### src/rtl/score_pulse_gen_pkg.sv
// Shared types and helpers for the score pulse generator slice.
package score_pulse_gen_pkg;

  // Pulse scheduler states: IDLE may issue a pulse, WAIT burns the gap.
  typedef enum logic {
    ST_IDLE = 1'b0,
    ST_WAIT = 1'b1
  } state_e;

  localparam int PTS_W_DEF  = 4;
  localparam int PEND_W_DEF = 8;
  localparam int GAP_DEF    = 0;

  // Largest value a w-bit accumulator can hold (all ones).
  function automatic int unsigned pend_max(input int unsigned w);
    return (32'd1 << w) - 32'd1;
  endfunction

endpackage

### src/rtl/score_pulse_gen_if.sv
// Bus between the hit logic / game control and the score pulse generator.
//
// Handshake: hit_valid is a one-cycle event with no ready. Every hit whose
// hit_valid is high at a clock edge is accepted at that edge (unless clear or
// reset is high); back-pressure is absorbed by the pending accumulator, which
// saturates and flags overflow rather than stalling the producer.
interface score_pulse_gen_if #(
  parameter int PTS_W  = 4,
  parameter int PEND_W = 8
);
  import score_pulse_gen_pkg::*;

  logic              hit_valid;
  logic [PTS_W-1:0]  hit_points;
  logic              freeze;
  logic              clear;
  logic              score_enable;
  logic [PEND_W-1:0] pending;
  logic              busy;
  logic              overflow;
  state_e            dbg_state;

  modport master (
    output hit_valid, hit_points, freeze, clear,
    input  score_enable, pending, busy, overflow, dbg_state
  );

  modport slave (
    input  hit_valid, hit_points, freeze, clear,
    output score_enable, pending, busy, overflow, dbg_state
  );

endinterface

### src/rtl/score_pulse_gen_gap_timer.sv
// Loadable down-counter that times the idle gap between score pulses.
// done_o is high during the last counted cycle so the FSM leaves WAIT on time.
module gap_timer #(
  parameter int GAP = 1
) (
  input  logic clock,
  input  logic reset,
  input  logic clear_i,
  input  logic load_i,
  input  logic tick_i,
  output logic done_o
);

  localparam int W = $clog2(GAP + 1);

  logic [W-1:0] cnt_q;

  // Counter: load GAP on a pulse, count down once per WAIT cycle.
  always_ff @(posedge clock) begin
    if (reset || clear_i) begin
      cnt_q <= '0;
    end else if (load_i) begin
      cnt_q <= W'(GAP);
    end else if (tick_i && (cnt_q != '0)) begin
      cnt_q <= cnt_q - W'(1);
    end
  end

  assign done_o = (cnt_q == W'(1));

endmodule

### src/rtl/score_pulse_gen.sv
// Turns hit events worth N points into N single-cycle score_enable pulses,
// spaced GAP idle cycles apart, buffering points in a saturating accumulator.
module score_pulse_gen
  import score_pulse_gen_pkg::*;
#(
  parameter int PTS_W  = PTS_W_DEF,
  parameter int PEND_W = PEND_W_DEF,
  parameter int GAP    = GAP_DEF
) (
  input  logic             clock,
  input  logic             reset,
  score_pulse_gen_if.slave bus
);

  localparam logic [PEND_W:0] PEND_MAX = (PEND_W + 1)'(pend_max(PEND_W));

  state_e            state_q, state_d;
  logic [PEND_W-1:0] pend_q, pend_d;
  logic              ovf_q, ovf_d;
  logic              en_q;
  logic              pulse;
  logic              in_wait;
  logic              timer_done;
  logic [PEND_W:0]   hit_ext;
  logic [PEND_W:0]   sum;

  assign in_wait = (state_q == ST_WAIT);

  // Accumulator: add the accepted hit, subtract the pulse taken, saturate.
  always_comb begin
    hit_ext = '0;
    pulse   = 1'b0;
    sum     = '0;
    pend_d  = pend_q;
    ovf_d   = ovf_q;
    if (bus.hit_valid) begin
      hit_ext = (PEND_W + 1)'(bus.hit_points);
    end
    pulse = (state_q == ST_IDLE) && (pend_q != '0) && !bus.freeze && !bus.clear;
    // One spare bit so the sum can exceed PEND_MAX without wrapping.
    sum = {1'b0, pend_q} + hit_ext - (PEND_W + 1)'(pulse);
    if (bus.clear) begin
      pend_d = '0;
      ovf_d  = 1'b0;
    end else if (sum > PEND_MAX) begin
      pend_d = PEND_MAX[PEND_W-1:0];
      ovf_d  = 1'b1;
    end else begin
      pend_d = sum[PEND_W-1:0];
    end
  end

  // Next state: after a pulse sit in WAIT until the gap timer expires.
  always_comb begin
    state_d = state_q;
    if (bus.clear) begin
      state_d = ST_IDLE;
    end else begin
      case (state_q)
        ST_IDLE: if (pulse && (GAP > 0)) state_d = ST_WAIT;
        ST_WAIT: if (timer_done)         state_d = ST_IDLE;
        default:                         state_d = ST_IDLE;
      endcase
    end
  end

  // State, accumulator and registered pulse output.
  always_ff @(posedge clock) begin
    if (reset) begin
      state_q <= ST_IDLE;
      pend_q  <= '0;
      ovf_q   <= 1'b0;
      en_q    <= 1'b0;
    end else begin
      state_q <= state_d;
      pend_q  <= pend_d;
      ovf_q   <= ovf_d;
      en_q    <= pulse;
    end
  end

  generate
    if (GAP > 0) begin : g_timer
      gap_timer #(.GAP(GAP)) u_gap_timer (
        .clock   (clock),
        .reset   (reset),
        .clear_i (bus.clear),
        .load_i  (pulse),
        .tick_i  (in_wait),
        .done_o  (timer_done)
      );
    end else begin : g_no_timer
      // No gap: WAIT is never entered, so the timer is always "done".
      assign timer_done = 1'b1;
    end
  endgenerate

  assign bus.score_enable = en_q;
  assign bus.pending      = pend_q;
  assign bus.busy         = (pend_q != '0) || (state_q != ST_IDLE);
  assign bus.overflow     = ovf_q;
  assign bus.dbg_state    = state_q;

endmodule
### src/flat_wrapper.sv
// flat-port wrapper written by rule: the top's interface ports become plain ports
module score_pulse_gen_flat import score_pulse_gen_pkg::*;
#(
  parameter int PTS_W  = PTS_W_DEF,
  parameter int PEND_W = PEND_W_DEF,
  parameter int GAP    = GAP_DEF
)
  (clock, reset, bus_hit_valid, bus_hit_points, bus_freeze, bus_clear, bus_score_enable, bus_pending, bus_busy, bus_overflow, bus_dbg_state);
  score_pulse_gen_if #(.PTS_W(PTS_W), .PEND_W(PEND_W)) bus_i ();
  input  logic clock;
  input  logic reset;
  input wire logic [$bits(bus_i.hit_valid)-1:0] bus_hit_valid;
  input wire logic [$bits(bus_i.hit_points)-1:0] bus_hit_points;
  input wire logic [$bits(bus_i.freeze)-1:0] bus_freeze;
  input wire logic [$bits(bus_i.clear)-1:0] bus_clear;
  output wire logic [$bits(bus_i.score_enable)-1:0] bus_score_enable;
  output wire logic [$bits(bus_i.pending)-1:0] bus_pending;
  output wire logic [$bits(bus_i.busy)-1:0] bus_busy;
  output wire logic [$bits(bus_i.overflow)-1:0] bus_overflow;
  output wire logic [$bits(bus_i.dbg_state)-1:0] bus_dbg_state;
  assign bus_i.hit_valid = bus_hit_valid;
  assign bus_i.hit_points = bus_hit_points;
  assign bus_i.freeze = bus_freeze;
  assign bus_i.clear = bus_clear;
  assign bus_score_enable = bus_i.score_enable;
  assign bus_pending = bus_i.pending;
  assign bus_busy = bus_i.busy;
  assign bus_overflow = bus_i.overflow;
  assign bus_dbg_state = bus_i.dbg_state;
  score_pulse_gen #(.PTS_W(PTS_W), .PEND_W(PEND_W), .GAP(GAP)) u_core (.clock(clock), .reset(reset), .bus(bus_i));
endmodule
### config.mk
export PLATFORM = sky130hd
export DESIGN_NAME = score_pulse_gen_flat
export DESIGN_NICKNAME = d
export VERILOG_FILES = /design/src/rtl/score_pulse_gen_pkg.sv /design/src/rtl/score_pulse_gen_if.sv /design/src/rtl/score_pulse_gen_gap_timer.sv /design/src/rtl/score_pulse_gen.sv /design/src/flat_wrapper.sv
export SDC_FILE = /design/constraint.sdc
export NUM_CORES = 1
export LEC_CHECK = 0
export BUFFER_PORTS_ARGS = -buffer_cell sky130_fd_sc_hd__clkbuf_2
export CAP_MARGIN = 5
export CORE_UTILIZATION = 45
export DETAILED_ROUTE_END_ITERATION = 8
export PLACE_DENSITY = 0.8
export SETUP_SLACK_MARGIN = 0.15
export SKIP_LAST_GASP = 1
export SYNTH_ARGS = -nofsm -noshare
export SYNTH_HDL_FRONTEND = slang
export SYNTH_SLANG_ARGS = --single-unit
### constraint.sdc
create_clock -name clock -period 8.1 [get_ports clock]
set_clock_uncertainty 0.05 [all_clocks]
set_input_delay 0.405 -clock clock [delete_from_list [all_inputs] [get_ports clock]]
set_output_delay 0.405 -clock clock [all_outputs]
set_load 0.03 [all_outputs]
==> reports/results.ini <==
[synth]
synth_async_sr_flop_share_pct = 0
synth.distinct_cells = 33
synth_area_leaders = sky130_fd_sc_hd__dfxtp_1 (24%), sky130_fd_sc_hd__ha_1 (21%), sky130_fd_sc_hd__inv_1 (10%), sky130_fd_sc_hd__a21oi_1 (6.7%), sky130_fd_sc_hd__xnor2_1 (3.2%)
ys_ff_latch = 10
synth_warnings = 0
compound_gate_portion_of_the_synthesized_area_pct = 19.8
yosys.area_share.adder_pct = 23.7
synth_sequential_area_ratio_pct = 24.3
synth-simple-area-share_pct = 13.1
syn-num-nets = 123
synth.mux.area_fraction_pct = 0
netlist.area_leader.share_pct = 24.3
synth_top_family_by_area = adder cells
synth-main-ff-cell = sky130_fd_sc_hd__dfxtp_1
synth_area_um2 = 823
synth_area_leader_cell = sky130_fd_sc_hd__dfxtp_1
synthXorXnorAreaFrac_pct = 7.29
synthCells = 99
number_of_enable_flip_flop_cells_after_synthesis = 0
average_size_of_a_mapped_cell_um2 = 8.32

[sta]
fin_crit_sh_pct = 38.6
slew_violations = 0
layout_min_cycle_time_ps = 3130
hold_slack_ps = 243
final-setup-viol-count = 0
hold_viol = 0
unrepaired_setup_endpoints_after_global_routing = false
timing.setup.tns_ps = 0
maxClockFrequency_mhz = 320

[grt]
grt_antenna_before_repair = 0
grt_first_pass_wirelength_mm = 2.44
largest_net_degree_at_the_start_of_global_routing = 10
grt_pass1_vias = 636
global_route.usage.total_pct = 16.7
grt_remaining_overflow = 0

[placement]
routabilityCongestion = 0.814
hpwlAfterDp_mm = 1.20
port_buffers = 19

[clock_network]
max-clock-path-buffers = 2
cts_sinks = 10
clkLatencyLatePin_ps = 280
clk_transition_reported_paths_ps = 80
cts_resized = 0
holdBufCountCts = 0
htreeDepth = 1
cts_made_buffers = 3
cts-root-buf = sky130_fd_sc_hd__clkbuf_4
cts_setup_buffers = 0
tritoncts_clock_tree = yes

[die]
die_height_um = 44.8
area_of_the_core_um2 = 1730
floorplan.io_pins = 21
initial_cell_density_of_the_core_pct = 47.7
die_w_um = 44.8
row_count = 15
dieArea_um2 = 2000

[worst_setup_path]
r2r_cells = 12
highest_net_fanout_along_the_worst_path = 8
endpoint_class_of_the_critical_path = flip-flop
worst_setup_path_start_kind = flip-flop
arrival_ps = 3230
worst-setup-path-type = reg2reg
data_required_time_of_the_critical_path_ps = 8200

[finish]
area_delta_synth_final_pct = 18.4
share_of_layout_cells_above_drive_strength_1_pct = 25.8
n_antenna_cell = 0
finish.net_count = 145

[status]
run_status = finished clean

[min_path]
whs_path_depth = 2
worst_hold_path_type = in2reg

[run]
max_cap_viol_count = 0

[detailed_routing]
ant_nets = 0
wl_per_cell_um = 10.5
detail_route.iter0.violations = 9
wl_mm = 1.52
drt-vias-per-instance = 4.86
route.detailed.drc = 0
first_drt_pass_iteration_count = 4
num_vias = 704

==> flip-flops by register name (all words and copies together), names as in the netlist <==
register,count
u_core.bus.overflow,1
u_core.bus.pending,8
u_core.bus.score_enable,1
==> path summary, 6_finish.rpt <==
check	from	endpoint	slack (ps)
setup / recovery	u_core.bus.pending[0]$_SDFF_PP0_	u_core.bus.pending[0]$_SDFF_PP0_	4970
hold / removal	reset	u_core.bus.score_enable$_SDFF_PP0_	240
setup reg to reg	u_core.bus.pending[0]$_SDFF_PP0_	u_core.bus.pending[0]$_SDFF_PP0_	4970
hold reg to reg	u_core.bus.overflow$_SDFFE_PP0N_	u_core.bus.overflow$_SDFFE_PP0N_	400
==> area by class of cell <==
type,instances,area [um2]
multi-input cells,65,529
well taps,25,31.3
clock buffers,4,36.3
flip-flops and latches,10,200
inverters,22,82.6
fillers,159,752
repair buffers,19,95.1
==> cell usage after synthesis, types with 2 or more instances <==
library cell / count
sky130_fd_sc_hd__dfxtp_1: 10
sky130_fd_sc_hd__or2_1: 2
sky130_fd_sc_hd__a21o_1: 2
sky130_fd_sc_hd__nor2_1: 4
sky130_fd_sc_hd__ha_1: 14
sky130_fd_sc_hd__a21oi_1: 11
sky130_fd_sc_hd__nand2_1: 5
sky130_fd_sc_hd__xnor2_1: 3
sky130_fd_sc_hd__nor4_1: 2
sky130_fd_sc_hd__inv_1: 22
sky130_fd_sc_hd__xor2_1: 2
==> kinds of logic after synthesis <==
group | after synthesis
buf+inv | 24
compound gates | 22
simple gates | 21
fa+ha+maj | 15
flops | 10
xor+xnor | 6
other cells | 1
==> layout by cell type, fill, tap and decap left out <==
master,Yosys,final
sky130_fd_sc_hd__a211o_1,1,1
sky130_fd_sc_hd__a211o_2,1,1
sky130_fd_sc_hd__a21o_1,2,2
sky130_fd_sc_hd__a21o_2,1,1
sky130_fd_sc_hd__a21oi_1,11,11
sky130_fd_sc_hd__a21oi_2,1,1
sky130_fd_sc_hd__a31oi_1,1,1
sky130_fd_sc_hd__a31oi_4,1,1
sky130_fd_sc_hd__and2_1,1,1
sky130_fd_sc_hd__and2b_1,1,1
sky130_fd_sc_hd__and3_1,1,1
sky130_fd_sc_hd__clkbuf_2,0,19
sky130_fd_sc_hd__clkbuf_4,0,3
sky130_fd_sc_hd__clkbuf_8,0,1
sky130_fd_sc_hd__conb_1,1,1
sky130_fd_sc_hd__dfxtp_1,10,10
sky130_fd_sc_hd__fa_1,1,1
sky130_fd_sc_hd__ha_1,14,14
sky130_fd_sc_hd__inv_1,22,22
sky130_fd_sc_hd__nand2_1,5,5
sky130_fd_sc_hd__nand3_1,1,1
sky130_fd_sc_hd__nor2_1,4,4
sky130_fd_sc_hd__nor2_2,1,1
sky130_fd_sc_hd__nor2b_1,1,1
sky130_fd_sc_hd__nor3_1,1,1
sky130_fd_sc_hd__nor4_1,2,2
sky130_fd_sc_hd__o211ai_1,1,1
sky130_fd_sc_hd__o211ai_2,1,1
sky130_fd_sc_hd__o41ai_1,1,1
sky130_fd_sc_hd__or2_1,2,2
sky130_fd_sc_hd__or2_2,1,1
sky130_fd_sc_hd__xnor2_1,3,3
sky130_fd_sc_hd__xnor2_2,1,1
sky130_fd_sc_hd__xor2_1,2,2
==> worst max-delay path: stages (launching register included) <==
cell	delay, ps
sky130_fd_sc_hd__dfxtp_1	330
sky130_fd_sc_hd__nor4_1	270
sky130_fd_sc_hd__and3_1	230
sky130_fd_sc_hd__nor3_1	60
sky130_fd_sc_hd__ha_1	270
sky130_fd_sc_hd__inv_1	40
sky130_fd_sc_hd__ha_1	230
sky130_fd_sc_hd__fa_1	420
sky130_fd_sc_hd__a21o_1	200
sky130_fd_sc_hd__o211ai_2	240
sky130_fd_sc_hd__a31oi_4	130
sky130_fd_sc_hd__xnor2_2	380
sky130_fd_sc_hd__a21oi_1	130
==> metrics by stage <==
step | cells | utilization (%) | instance area [um2] | setup slack [ps]
floorplan | 99 | - | 823 | 5100
global placement | 141 | 54.3 | 938 | 5020
detailed placement | 141 | 54.3 | 938 | 4940
CTS | 145 | 56.4 | 975 | 4920
global route | 145 | 56.4 | 975 | 4760
finish | 145 | 56.4 | 975 | 4970
==> metal layers <==
layer,share of wire [%],GRT usage (%),vias up
met5,0,0,-
met4,1.8,10.3,0
met3,4.2,2.40,3
met2,43,26.2,28
met1,51,21.5,305
li1,-,-,368
Power is left out: the tool's default activity adds up to more than one toggle a clock period on the data nets, which glitch-free logic cannot reach.
